### src/rtl/riscv_pkg.sv
// riscv_pkg: shared load/store funct3 codes and MEM-stage FSM states
package riscv_pkg;
  localparam logic [2:0] F3_B  = 3'b000;
  localparam logic [2:0] F3_H  = 3'b001;
  localparam logic [2:0] F3_W  = 3'b010;
  localparam logic [2:0] F3_BU = 3'b100;
  localparam logic [2:0] F3_HU = 3'b101;
  typedef enum logic [1:0] {IDLE, REQ, RESP} mem_state_t;
endpackage

### src/rtl/lsu_align.sv
// lsu_align: store lane replication/byte enables, load extract/extend, misalignment detect
module lsu_align import riscv_pkg::*; #(
  parameter int XLEN = 32
) (
  input  logic [2:0]      funct3,
  input  logic [1:0]      addr_lo,
  input  logic            is_store,
  input  logic [XLEN-1:0] wdata,
  input  logic [XLEN-1:0] rdata,
  output logic [3:0]      be,
  output logic [XLEN-1:0] st_data,
  output logic [XLEN-1:0] ld_data,
  output logic            misalign
);
  logic [XLEN-1:0] sh;
  always_comb begin
    sh = rdata >> {addr_lo, 3'b000};
    misalign = (funct3[1:0] == 2'b01 & addr_lo[0]) | (funct3[1:0] == 2'b10 & addr_lo != 2'b00);
    be = !is_store ? 4'b1111 :
         funct3[1:0] == 2'b00 ? 4'b0001 << addr_lo :
         funct3[1:0] == 2'b01 ? 4'b0011 << addr_lo : 4'b1111;
    st_data = funct3[1:0] == 2'b00 ? {4{wdata[7:0]}} :
              funct3[1:0] == 2'b01 ? {2{wdata[15:0]}} : wdata;
    ld_data = funct3 == F3_B  ? XLEN'($signed(sh[7:0])) :
              funct3 == F3_H  ? XLEN'($signed(sh[15:0])) :
              funct3 == F3_BU ? XLEN'(sh[7:0]) :
              funct3 == F3_HU ? XLEN'(sh[15:0]) : sh;
  end
endmodule

### src/rtl/mem_wb_stage.sv
// mem_wb_stage: MEM stage with dmem valid/ready handshake and MEM/WB register
module mem_wb_stage import riscv_pkg::*; #(
  parameter int XLEN   = 32,
  parameter int ADDR_W = 32
) (
  input  logic              clk,
  input  logic              rst,
  input  logic              valid_M,
  input  logic              mem_read_M,
  input  logic              mem_write_M,
  input  logic              mem_to_reg_M,
  input  logic              reg_we_M,
  input  logic [4:0]        rd_M,
  input  logic [2:0]        funct3_M,
  input  logic [XLEN-1:0]   ALU_out_M,
  input  logic [XLEN-1:0]   wdata_M,
  output logic              dmem_req_valid,
  input  logic              dmem_req_ready,
  output logic              dmem_we,
  output logic [ADDR_W-1:0] dmem_addr,
  output logic [XLEN-1:0]   dmem_wdata,
  output logic [3:0]        dmem_be,
  input  logic              dmem_rsp_valid,
  input  logic [XLEN-1:0]   dmem_rdata,
  output logic              stall_M,
  output logic              misalign_M,
  output logic              mem_to_reg_W,
  output logic              reg_we_W,
  output logic [4:0]        rd_W,
  output logic [XLEN-1:0]   ALU_out_W,
  output logic [XLEN-1:0]   d_out_W
);
  mem_state_t state;
  logic mem_op, mis, access, done, complete;
  logic [XLEN-1:0] ld_data;
  lsu_align #(.XLEN(XLEN)) u_align (
    .funct3(funct3_M),
    .addr_lo(ALU_out_M[1:0]),
    .is_store(mem_write_M),
    .wdata(wdata_M),
    .rdata(dmem_rdata),
    .be(dmem_be),
    .st_data(dmem_wdata),
    .ld_data(ld_data),
    .misalign(mis)
  );
  // Request fields come straight from EX/MEM, which the stall holds stable.
  always_comb begin
    mem_op = mem_read_M | mem_write_M;
    access = ~rst & valid_M & mem_op & ~mis;
    done = state == RESP & dmem_rsp_valid;
    complete = valid_M & (~mem_op | (access & done));
    dmem_req_valid = access & state != RESP;
    stall_M = access & ~done;
    misalign_M = ~rst & valid_M & mem_op & mis;
  end
  assign dmem_we = mem_write_M;
  assign dmem_addr = {ALU_out_M[ADDR_W-1:2], 2'b00};
  always_ff @(posedge clk) begin
    if (rst) begin
      state <= IDLE;
      mem_to_reg_W <= 1'b0;
      reg_we_W <= 1'b0;
      rd_W <= '0;
      ALU_out_W <= '0;
      d_out_W <= '0;
    end else begin
      state <= state == IDLE ? (access ? (dmem_req_ready ? RESP : REQ) : IDLE) :
               state == REQ  ? (dmem_req_ready ? RESP : REQ) :
               (dmem_rsp_valid ? IDLE : RESP);
      mem_to_reg_W <= complete & mem_to_reg_M;
      reg_we_W <= complete & reg_we_M;
      rd_W <= complete ? rd_M : '0;
      ALU_out_W <= complete ? ALU_out_M : '0;
      d_out_W <= complete & mem_read_M ? ld_data : '0;
    end
  end
endmodule

### config.mk
export PLATFORM = sky130hd
export DESIGN_NAME = mem_wb_stage
export DESIGN_NICKNAME = d
export VERILOG_FILES = /design/src/rtl/riscv_pkg.sv /design/src/rtl/lsu_align.sv /design/src/rtl/mem_wb_stage.sv
export SDC_FILE = /design/constraint.sdc
export NUM_CORES = 1
export LEC_CHECK = 0
export CORE_UTILIZATION = 38
export CTS_CLUSTER_SIZE = 16
export DETAILED_ROUTE_END_ITERATION = 8
export HOLD_SLACK_MARGIN = 0.02
export PLACE_DENSITY = 0.95
export REMOVE_ABC_BUFFERS = 1
export SLEW_MARGIN = 10
export SYNTH_ARGS = -nofsm -noshare
export SYNTH_HDL_FRONTEND = slang
export SYNTH_SLANG_ARGS = --single-unit
### constraint.sdc
create_clock -name clk -period 4.8 [get_ports clk]
set_clock_uncertainty 0.1 [all_clocks]
set_input_delay 0.96 -clock clk [delete_from_list [all_inputs] [get_ports clk]]
set_output_delay 0.96 -clock clk [all_outputs]
set_load 0.05 [all_outputs]
Word level (Yosys, flattened, before mapping)
Cells that the tools add are included.
{"block": "totals", "reg_bits": 73, "in_bits": 113, "wordCells": 60}
{"block": "op_classes", "mux": 14, "bitwise_logic": 23, "eq_ne": 8, "reduce_logical": 6, "n_shift": 3}
{"cell": "$mux W32", "n": 6}
{"cell": "$shr A32 B5 Y32", "n": 1}
{"cell": "$and A1 B1 Y1", "n": 14}
{"cell": "$mux W4", "n": 3}
{"cell": "$mux W2", "n": 5}
{"cell": "$eq A3 B3 Y1 const B", "n": 2}
{"cell": "$not A1 Y1", "n": 6}
{"cell": "$eq A2 B1 Y1 const B", "n": 2}
{"cell": "$eq A2 B2 Y1 const B", "n": 2}
{"cell": "$logic_not A2 Y1", "n": 2}
{"cell": "$reduce_or A2 Y1", "n": 2}
{"cell": "$shl A1 B2 Y4 const A", "n": 1}
{"cell": "$shl A2 B2 Y4 const A", "n": 1}
{"cell": "$eq A3 B1 Y1 const B", "n": 1}
{"cell": "$logic_not A3 Y1", "n": 1}
{"cell": "$or A1 B1 Y1", "n": 3}
{"cell": "$ne A2 B2 Y1 const B", "n": 1}
{"cell": "$reduce_bool A2 Y1", "n": 1}

Depth between registers and ports, before layout
{"block": "logic_depth", "word_depth": 11, "ltp_mapped": 9, "depth_no_buf": 6}

Modules after synthesis
A second synthesis with hierarchy kept.
{"block": "hier_totals", "hier_cells": 384, "area_unflattened_um2": 3631.0}
{"mod": "mem_wb_stage", "instances": 1, "cells_each": 205, "area_each_um2": 2362.3}
{"mod": "lsu_align", "instances": 1, "cells_each": 179, "area_each_um2": 1268.7}

Worst setup path before layout
No wires, ideal clock.
{"block": "synth_timing", "kind": "input -> output", "start": "input ALU_out_M[1]", "end": "output misalign_M", "arrival_time_ps": 3253, "slack_ps": 487, "path_stages": 7, "path_cell_list": "buf_2 -> inv_2 -> buf_2 -> ha_1 -> or3b_4 -> and2_4 -> nor3_1"}
{"block": "synth_via", "elab_chain_len": 4}
{"element": "from (decl)", "line": "mem_wb_stage.sv:15", "rtl": "input logic [XLEN-1:0] ALU_out_M,"}
{"element": "$reduce_bool A2 Y1", "line": "lsu_align.sv:18", "rtl": "misalign = (funct3[1:0] == 2'b01 & addr_lo[0]) | (funct3[1:0] == 2'b10 & addr_lo != 2'b00);"}
{"element": "$and A1 B1 Y1", "line": "lsu_align.sv:18"}
{"element": "$or A1 B1 Y1", "line": "lsu_align.sv:18"}
{"element": "$and A1 B1 Y1", "line": "mem_wb_stage.sv:55", "rtl": "misalign_M = ~rst & valid_M & mem_op & mis;"}
{"element": "to (decl)", "line": "mem_wb_stage.sv:26", "rtl": "output logic misalign_M,"}
No other way between the ends.

Final worst setup path
{"block": "layout_timing", "start": "input funct3_M[1]", "end": "output misalign_M"}
{"block": "layout_via", "elab_chain_len": 4, "elab_cells_between_ends": 6, "cone_classes": "eq/ne (2); bitwise (4)"}
{"element": "from (decl)", "line": "mem_wb_stage.sv:14", "rtl": "input logic [2:0] funct3_M,"}
{"element": "$eq A2 B1 Y1 / $eq A2 B2 Y1 (equally long branches)", "line": "lsu_align.sv:18"}
{"element": "$and A1 B1 Y1", "line": "lsu_align.sv:18"}
{"element": "$or A1 B1 Y1 (*)", "line": "lsu_align.sv:18"}
{"element": "$and A1 B1 Y1 (*)", "line": "mem_wb_stage.sv:55"}
Mark *: on every way between the ends. The rest lies on a longest branch, timed or not.

==> results.md <==
* Clock power share at 0.327
* Worst Setup SP: funct3_M[1]
* Crit path buf inv count at 3
* Post-route DRC violation count at 0
* Clock sinks at 73
* Setup crit end kind: output pin
* Peak supply drop at 0.000162 V
* Crit-path max FO at 31
* Status: completed
* Initial antenna violation count at 0
* Unrepaired setup endpoints after global routing: no
* Endpoints failing setup at 0
* CTS buffer count at 9
* Post-CTS Setup Bufs at 0
* Drt wl/cell at 16.4 um
* Chip height at 99.1 um
* Critical path, cell by cell: clkdlybuf4s50_1 -> buf_4 -> or3b_4 -> and2_4 -> nor3_1 -> buf_12
* Gr ovfl total at 0
* WHS Endpoint: state[0]$_SDFF_PP0_
* Tcrit/Tclk final at 0.817
* R2r worst-path depth at 4
* CTS tree: done
* Post-CTS sizing at 0
* Post-synthesis sequential area ratio at 0.408
* Crit Reg-Reg Endpoint: d_out_W[0]$_SDFF_PP0_
* Type of the worst min-delay path: flip-flop to flip-flop
* Antenna Cells at 0
* IO Pins at 256
* Post-Synthesis Cells at 381
* Hold path depth at 1
* Max-cap viol count at 0
* Vias in the first global route at 3496
* CTS root buf: clkbuf_8
* 1st-iter DRT viols at 90
* Power Dens Cells at 265 nW/um2
* Slew @ Worst Pin at 0.809 ns
* H-tree depth at 3
* Register share of total power at 0.379
* Comb pwr share at 0.294
* Sw frac at 0.313
* Critical Setup Path Class: input port to output pin
* Leakage at 2.40 nW
* Setup TNS at 0 ns
* FF-to-FF Start: state[1]$_SDFF_PP0_
* Max-slew headroom at 0.460
* Top cell type's share of synthesized area at 0.408
* Critical Path RT at 3.74 ns
* CP delay by family, top: buffers and inverters
* Detail Route Antenna Nets at 0
* Crit path DAT at 2.86 ns
* Post-Syn Area at 3580 um2
* Crit start category: input port
* Final GP Congestion at 0.770
* Final-report hold violation count at 0
* Slew Limit Fails at 0
* Routed WL at 11500 um
* HP Start: state[1]$_SDFF_PP0_
* Largest net degree at the start of global routing at 38
* Synth warn at 0
* Die ar. at 9820 um2
* Library cells used by synthesis at 41
* Clock Pin Slew Worst Setup and Hold Paths at 0.08 ns
* Drt via density at 4.77
* Syn_area_per_cell at 9.40 um2
* Most common cell after layout, fill and taps aside: clkdlybuf4s50_1
* Skew-Pair Late Insertion Delay at 0.33 ns
* Synth async-reset ratio at 0
* Final Critical Period at 3.92 ns
* Post-DP HPWL at 9190 um
* Area leader, netlist: dfxtp_1
* Commonest cells after routing, fill and taps aside: clkdlybuf4s50_1, dfxtp_1, nand2_1, and2_1, mux2i_1
* Area contributors post-synth: dfxtp_1, buf_4, and2_1, mux2i_1, nand2_1
* PortBufs at 253
* CP max stage delay at 0.47 ns
* Net count, final at 706
* FP Rows at 35
* Overall global routing resource usage at 0.228
* Post-synth EDFFs at 0
* Clk buf depth at 2
* Die W at 99.1 um
* Placeable Area at 9200 um2
* Internal power at 1.11 mW
* Cts-stage hold buffer count at 0
* Initial Util at 0.389
* CP max-delay cell: clkdlybuf4s50_1
* Fmax at 255 MHz
* Yosys reg bits at 73
* Psw at 0.507 mW
* Ys flop type: dfxtp_1
* Via count at 3360
* Layout cells sized above 1 at 0.141
* DR pass1 iterations at 4
* P&R area growth vs syn at 70.9%
* First-pass GRT wire length at 17400 um
* Pwr Total at 1.62 mW
* FF-to-FF setup slack at 2.58 ns
[power groups by stage]
stage | Clock [mW] | Combinational, mW | Sequential, mW
2_1_floorplan | 0 | 0.154 | 0.651
3_3_place_gp | 0 | 0.468 | 0.628
3_5_place_dp | 0 | 0.476 | 0.629
4_1_cts | 0.542 | 0.478 | 0.614
5_1_grt | 0.574 | 0.498 | 0.615
6_report | 0.529 | 0.476 | 0.614
[routing by layer]
metal,global-route usage,up-vias,share of wire
met3,0.0525,10,0.053
met2,0.434,121,0.55
met5,0,-,0
li1,-,1629,-
met4,0.0622,0,0.011
met1,0.253,1600,0.39
[synth_stat cells (3+ instances only)]
master    instances
dfxtp_1          73
nand2_1          52
and2_1           45
buf_4            45
mux2i_1          24
nor2_1           20
a21oi_2          18
mux2_2           16
o21ai_0          16
a21oi_1           8
buf_6             8
buf_2             6
a211oi_2          5
ha_1              4
nand2b_1          4
nor3_1            4
clkbuf_1          3
inv_1             3
nor2b_1           3
[registers in the layout, summed over array words and instances, names as in the netlist]
register,cells
rd_W,5
ALU_out_W,32
state,2
mem_to_reg_W,1
d_out_W,32
reg_we_W,1
[worst max path at each step]
stage                      end  cells past startpoint
detailed placement  misalign_M                      6
CTS                 misalign_M                      6
global placement    misalign_M                      6
finish              misalign_M                      6
floorplan           misalign_M                      5
global route        misalign_M                      6
[worst register-to-register path, stage by stage, from the launching register on]
cell and delay (ns):
dfxtp_1 0.39, and3b_1 0.28, nand4_2 0.65, buf_4 0.47
a211oi_1 0.23
[logic make-up (layout without fill, tap and decap cells)]
family | count (synthesis) | count (layout) | share of synthesized area
AND/OR/NAND/NOR | 140 | 140 | 0.201
AO/OA/AOI/OAI | 54 | 54 | 0.115
other | 1 | 2 | 0.00105
flip-flops | 73 | 73 | 0.408
multiplexers | 42 | 42 | 0.125
buffers and inverters | 67 | 279 | 0.136
adder cells (fa/ha/maj) | 4 | 4 | 0.0140
[per-stage QoR]
stage / utilization / instances / setup slack [ns] / cell area [um2] / hold WS, ns
after floorplan: - / 319 / 0.815 / 3110 / 0.333
after global placement: 0.642 / 689 / 0.900 / 5900 / 0.349
after detailed placement: 0.642 / 689 / 0.897 / 5900 / 0.388
after CTS: 0.665 / 705 / 0.874 / 6120 / 0.396
after global routing: 0.665 / 705 / 0.793 / 6120 / 0.437
final: 0.665 / 705 / 0.881 / 6120 / 0.404
[cell type report]
type / instances / area, um2
fillers: 709 / 3080
repair buffers: 259 / 2650
multi-input cells: 242 / 1640
flip-flops and latches: 73 / 1460
well taps: 111 / 139
clock buffers: 10 / 128
clock inverters: 6 / 90.1
inverters: 4 / 15.0
Power figures use the tool's default switching activity.
